$ cat config.mk
export PLATFORM = sky130hd
export DESIGN_NAME = input_conditioner
export DESIGN_NICKNAME = d
export VERILOG_FILES = /design/src/rtl/input_conditioner.sv
export SDC_FILE = /design/constraint.sdc
export NUM_CORES = 1
export LEC_CHECK = 0
export ABC_AREA = 1
export CORE_MARGIN = 8
export CORE_UTILIZATION = 45
export CTS_CLUSTER_SIZE = 25
export DETAILED_ROUTE_END_ITERATION = 8
export PLACE_DENSITY_LB_ADDON = 0.12
export SYNTH_ARGS = -nofsm -noshare
export SYNTH_HDL_FRONTEND = slang
export SYNTH_SLANG_ARGS = --single-unit
$ cat constraint.sdc
create_clock -name clk -period 1.65 [get_ports clk]
set_clock_uncertainty 0.1 [all_clocks]
set_input_delay 0.4125 -clock clk [delete_from_list [all_inputs] [get_ports clk]]
set_output_delay 0.4125 -clock clk [all_outputs]
set_load 0.02 [all_outputs]
$ cat src/rtl/input_conditioner.sv
// rtl/input_conditioner.sv - synchroniser, glitch filter, edge strobes and glitch counter for an async pin
module input_conditioner #(
    parameter int SYNC_STAGES   = 2,
    parameter int FILTER_CYCLES = 4,
    parameter int GLITCH_WIDTH  = 8
) (
    input  logic                    clk,
    input  logic                    n_reset,
    input  logic                    in,
    input  logic                    glitch_clr,
    output logic                    out,
    output logic                    rise,
    output logic                    fall,
    output logic [GLITCH_WIDTH-1:0] glitch_count
);

    typedef enum logic [1:0] {
        LOW    = 2'd0,
        PEND_H = 2'd1,
        HIGH   = 2'd2,
        PEND_L = 2'd3
    } state_t;

    // Last sample index of an accepted run; with a one-sample filter the PEND states are skipped.
    localparam logic [7:0] CNT_LAST = 8'(FILTER_CYCLES - 1);
    localparam bit         ONE_SHOT = (FILTER_CYCLES == 1);
    localparam logic [GLITCH_WIDTH-1:0] GC_MAX = {GLITCH_WIDTH{1'b1}};

    logic [SYNC_STAGES-1:0] sync_q;
    logic                   s;
    state_t                 state;
    logic [7:0]             cnt;
    logic                   glitch_hit;

    assign s = sync_q[SYNC_STAGES-1];

    // A pending run that breaks before acceptance is exactly one rejected pulse.
    assign glitch_hit = ((state == PEND_H) && !s) || ((state == PEND_L) && s);

    // Plain flop chain into the clock domain, nothing between stages.
    always_ff @(posedge clk) begin
        if (!n_reset) begin
            sync_q <= '0;
        end else begin
            sync_q <= {sync_q[SYNC_STAGES-2:0], in};
        end
    end

    // Filter FSM: a level change is accepted after FILTER_CYCLES identical synchronised samples.
    always_ff @(posedge clk) begin
        if (!n_reset) begin
            state <= LOW;
            cnt   <= 8'd0;
            out   <= 1'b0;
            rise  <= 1'b0;
            fall  <= 1'b0;
        end else begin
            rise <= 1'b0;
            fall <= 1'b0;
            case (state)
                LOW: begin
                    if (s) begin
                        if (ONE_SHOT) begin
                            state <= HIGH;
                            out   <= 1'b1;
                            rise  <= 1'b1;
                        end else begin
                            cnt   <= 8'd1;
                            state <= PEND_H;
                        end
                    end
                end
                PEND_H: begin
                    if (!s) begin
                        state <= LOW;
                    end else if (cnt == CNT_LAST) begin
                        state <= HIGH;
                        out   <= 1'b1;
                        rise  <= 1'b1;
                    end else begin
                        cnt <= cnt + 8'd1;
                    end
                end
                HIGH: begin
                    if (!s) begin
                        if (ONE_SHOT) begin
                            state <= LOW;
                            out   <= 1'b0;
                            fall  <= 1'b1;
                        end else begin
                            cnt   <= 8'd1;
                            state <= PEND_L;
                        end
                    end
                end
                PEND_L: begin
                    if (s) begin
                        state <= HIGH;
                    end else if (cnt == CNT_LAST) begin
                        state <= LOW;
                        out   <= 1'b0;
                        fall  <= 1'b1;
                    end else begin
                        cnt <= cnt + 8'd1;
                    end
                end
                default: begin
                    state <= LOW;
                    out   <= 1'b0;
                end
            endcase
        end
    end

    // Saturating rejected-pulse counter; a clear beats a simultaneous increment.
    always_ff @(posedge clk) begin
        if (!n_reset) begin
            glitch_count <= '0;
        end else if (glitch_clr) begin
            glitch_count <= '0;
        end else if (glitch_hit && (glitch_count != GC_MAX)) begin
            glitch_count <= glitch_count + 1'b1;
        end
    end

endmodule

==> metrics.log <==
[metrics] Max-cap violations: 0
[metrics] Global Route Usage Sum: 12.57%
[metrics] Worst-Skew Late Latency: slightly above 0.3 ns
[metrics] via count of the first global-routing pass: 1047
[metrics] slowest stage delay, CP: 0.50 ns
[metrics] number of buffers inserted during clock tree synthesis: 3
[metrics] clock tree from TritonCTS: built
[metrics] fin area: 1413 um2
[metrics] overall power of the completed layout: 0.0008772 W
[metrics] status: completed
[metrics] first-pass GRT wire length: 4.450 mm
[metrics] FF-to-FF Start: state[0]
[metrics] fraction of synthesized cell area taken by the top area cell type: 40.93%
[metrics] fraction of the yosys area taken by sequential cells: around two fifths
[metrics] slew at the pin with the worst max-slew slack: ~0.32 ns
[metrics] library cell with the highest instance count after synthesis: nand2_1
[metrics] warning count from the yosys run: 0
[metrics] detailed-route DRC error count: 0
[metrics] critical path type: reg2reg
[metrics] maximum fanout along the worst path: 7
[metrics] initial antenna violation count: 0
[metrics] logic gate share of total power: 5.5%
[metrics] Synth Net Count: roughly 170
[metrics] Detail Placement HPWL: 1.912 mm
[metrics] most instantiated flip-flop cell in the synthesis netlist: dfxtp_1
[metrics] root buffer selected by CTS: clkbuf_4
[metrics] DRT Pass-1 Iters: 4
[metrics] depth of the CTS H-tree: 1
[metrics] site row count: 18
[metrics] cell count after synthesis: 168
[metrics] worst vdd ir: 463.9 uV
[metrics] hold path endpoint: sync_q[1]
[metrics] fraction of the cycle the final worst path needs: 93.88%
[metrics] crit path capture type: flip-flop
[metrics] async set or reset register ratio after synthesis: 0%
[metrics] die span in y: 66.00 um
[metrics] average detailed-routed wire length per instance: 11.46 um
[metrics] cell class contributing the biggest share of worst-path delay: flip-flops
[metrics] post-synthesis to final-layout area growth: 25.58%
[metrics] buffers from clock root to sink, at most: 2
[metrics] Via-to-Cell Ratio: between 4 and 5
[metrics] remaining antenna violation count after routing: 0
[metrics] pwr dens: around 620 nW/um2
[metrics] number of antenna repair diodes: 0
[metrics] EDFF count, synth: 0
[metrics] die footprint: 4355 um2
[metrics] post-layout minimum cycle time: 1.549 ns
[metrics] total setup violations reported at the end of the flow: 0
[metrics] total clock sinks: 23
[metrics] critical path, cell by cell: inv_1 -> nor2_2 -> nand2_4 -> inv_2 -> nand2_1 -> a21oi_1
[metrics] type of origin of the critical path: flip-flop
[metrics] internal power contribution: roughly 0.00067 W
[metrics] Post-Syn Area per Cell: about 6.7 um2
[metrics] standard cell with the maximum stage delay on the critical path: dfxtp_1
[metrics] beginning of the worst hold path: sync_q[0]
[metrics] cell type with the highest aggregate area in the netlist: dfxtp_1
[metrics] Static Leak: 0.6215 nW
[metrics] register clock-pin slew on the reported worst setup and hold paths: 0.14 ns
[metrics] wire length reported by the detailed router: 2.591 mm
[metrics] Die Span X: 66.00 um
[metrics] Seq pwr share: around 64%
[metrics] placed cell count: 221
[metrics] core area: 2432 um2
[metrics] Worst Hold Depth: 2
[metrics] Hold Fails Final Rpt: 0
[metrics] Crit Reg-Reg Endpoint: glitch_count[4]
[metrics] Worst Hold Class: reg2reg
[metrics] synthesized cell area: 1125 um2
[metrics] maximum frequency from static timing analysis: 0.6456 GHz
[metrics] number of vias after detailed routing: 1112
[metrics] Synth Register Bits: 23
[metrics] buffers inserted during post-CTS setup optimization: 0
[metrics] number of cells traversed by the worst register-to-register path: 6
[metrics] post-route insts no fill: about 230
[metrics] quantity of I/O buffers inserted on ports: 14
[metrics] slack of the worst reg-to-reg path: 0.10 ns
[metrics] initial core utilization: 46.24%
[metrics] GRT overflow: 0
[metrics] gp weighted congestion: 0.8647
[metrics] data arrival time of the worst path: roughly 1.7 ns
[metrics] clock share of power: 30.3%
[metrics] switching part of the total: 23.50%
[metrics] layout cells sized above 1: 13.27%
[metrics] Slew HR: 78.43%
[metrics] Post-DP Area: 1370 um2
[metrics] top-level port count: 15
[metrics] top cells by instance count after synthesis: nand2_1 (47), nor2_1 (29), dfxtp_1 (23)
[metrics] power spent charging and discharging nets: 0.0002062 W
[metrics] number of distinct library cells after synthesis: 20
[metrics] final net count: around 200
[metrics] cts-stage hold buffer count: 0
[metrics] pin count of the biggest net entering global routing: 13
[metrics] max-slew violations: 0
[metrics] number of buffers and inverters on the critical path: 2
[metrics] main area contributors after synthesis: dfxtp_1 (41%), nand2_1 (16%), nor2_1 (9.7%)
[metrics] Req. time, crit path: 1.79 ns
[metrics] number of design-rule violations left by the first detailed-router iteration: 54
registers in the layout, summed over array words and instances (netlist names), named ones only:
signal,cells
cnt,8
fall,1
glitch_count,8
out,1
rise,1
state,1
sync_q,2
cells in the final DEF, fill, tap and decap left out, types with 3 or more instances in the layout:
master / n
dfxtp_1: 21
dlygate4sd2_1: 10
buf_4: 9
o21ai_0: 6
xnor2_1: 3
nand2_1: 46
nand3_1: 11
nor2_2: 4
nor2_1: 25
inv_1: 19
a21oi_1: 13
clkbuf_4: 3
clkdlybuf4s50_1: 3
area by class of cell:
class / instances / area [um2]
Clock buffer: 4 / 26.28
Fill cell: 237 / 1020
Inverter: 21 / 78.83
Multi-Input combinational cell: 125 / 614.3
Sequential cell: 23 / 465.4
Tap cell: 30 / 37.54
Timing Repair Buffer: 23 / 190.2
repair_timing:
action,in CTS,in global routing
pin swaps,0,2
cloned,0,1
gates resized for setup,11,12
endpoints found under the setup margin,11,16
worst reg2reg max path, stage by stage (launching register included):
cell     delay, ns
dfxtp_1       0.50
inv_1         0.19
nor2_2        0.25
nand2_4       0.10
inv_2         0.13
nand2_1       0.06
a21oi_1       0.13
power groups by stage:
stage	registers [W]	logic (W)	clock network (W)
2_1_floorplan	0.000576	0.0000240	0
3_3_place_gp	0.000577	0.0000441	0
3_5_place_dp	0.000577	0.0000458	0
4_1_cts	0.000565	0.0000457	0.000271
5_1_grt	0.000564	0.0000529	0.000291
6_report	0.000563	0.0000480	0.000266
metrics by stage:
step / TNS, ns / util, % / setup WS, ns / hold slack, ns
detailed placement: -0.01309 / 56.33 / -0.01309 / 0.3054
CTS: 0 / 56.84 / 0.03998 / 0.3312
global route: -0.0002991 / 58.08 / -0.0002991 / 0.3694
floorplan: 0 / - / 0.07058 / 0.2900
global placement: 0 / 56.33 / 0.07658 / 0.3007
finish: 0 / 58.08 / 0.1010 / 0.3288
cell families (layout without fill, tap and decap cells):
group / Yosys count / after routing / synth area share (%)
AOI/OAI and AO/OA: 21 / 21 / 9.566
xor gates and xnor gates: 6 / 6 / 5.340
adders and majority gates: 2 / 2 / 2.224
buffers and inverters: 21 / 48 / 7.007
DFF: 23 / 23 / 40.93
and+or+nand+nor: 95 / 96 / 34.93
worst max path at each step:
stage                               start         endpoint  slack, ns  depth (start not counted)
after global routing      glitch_count[0]  glitch_count[0]    -0.0003                          8
after global placement            n_reset  glitch_count[6]       0.08                          5
after floorplan           glitch_count[0]  glitch_count[0]       0.07                          8
final                            state[0]  glitch_count[4]       0.10                          6
after detailed placement          n_reset  glitch_count[4]      -0.01                          5
after CTS                 glitch_count[0]  glitch_count[0]       0.04                          1
metal layers:
metal | vias to the layer above | wire length (um) | GRT usage, %
met5 | - | 0 | 0
met4 | 0 | 29 | 5.600
met3 | 4 | 123 | 2.373
met2 | 26 | 1158 | 19.49
met1 | 497 | 1279 | 16.45
li1 | 585 | - | -
Note: power is estimated with default switching activity, not from simulation.
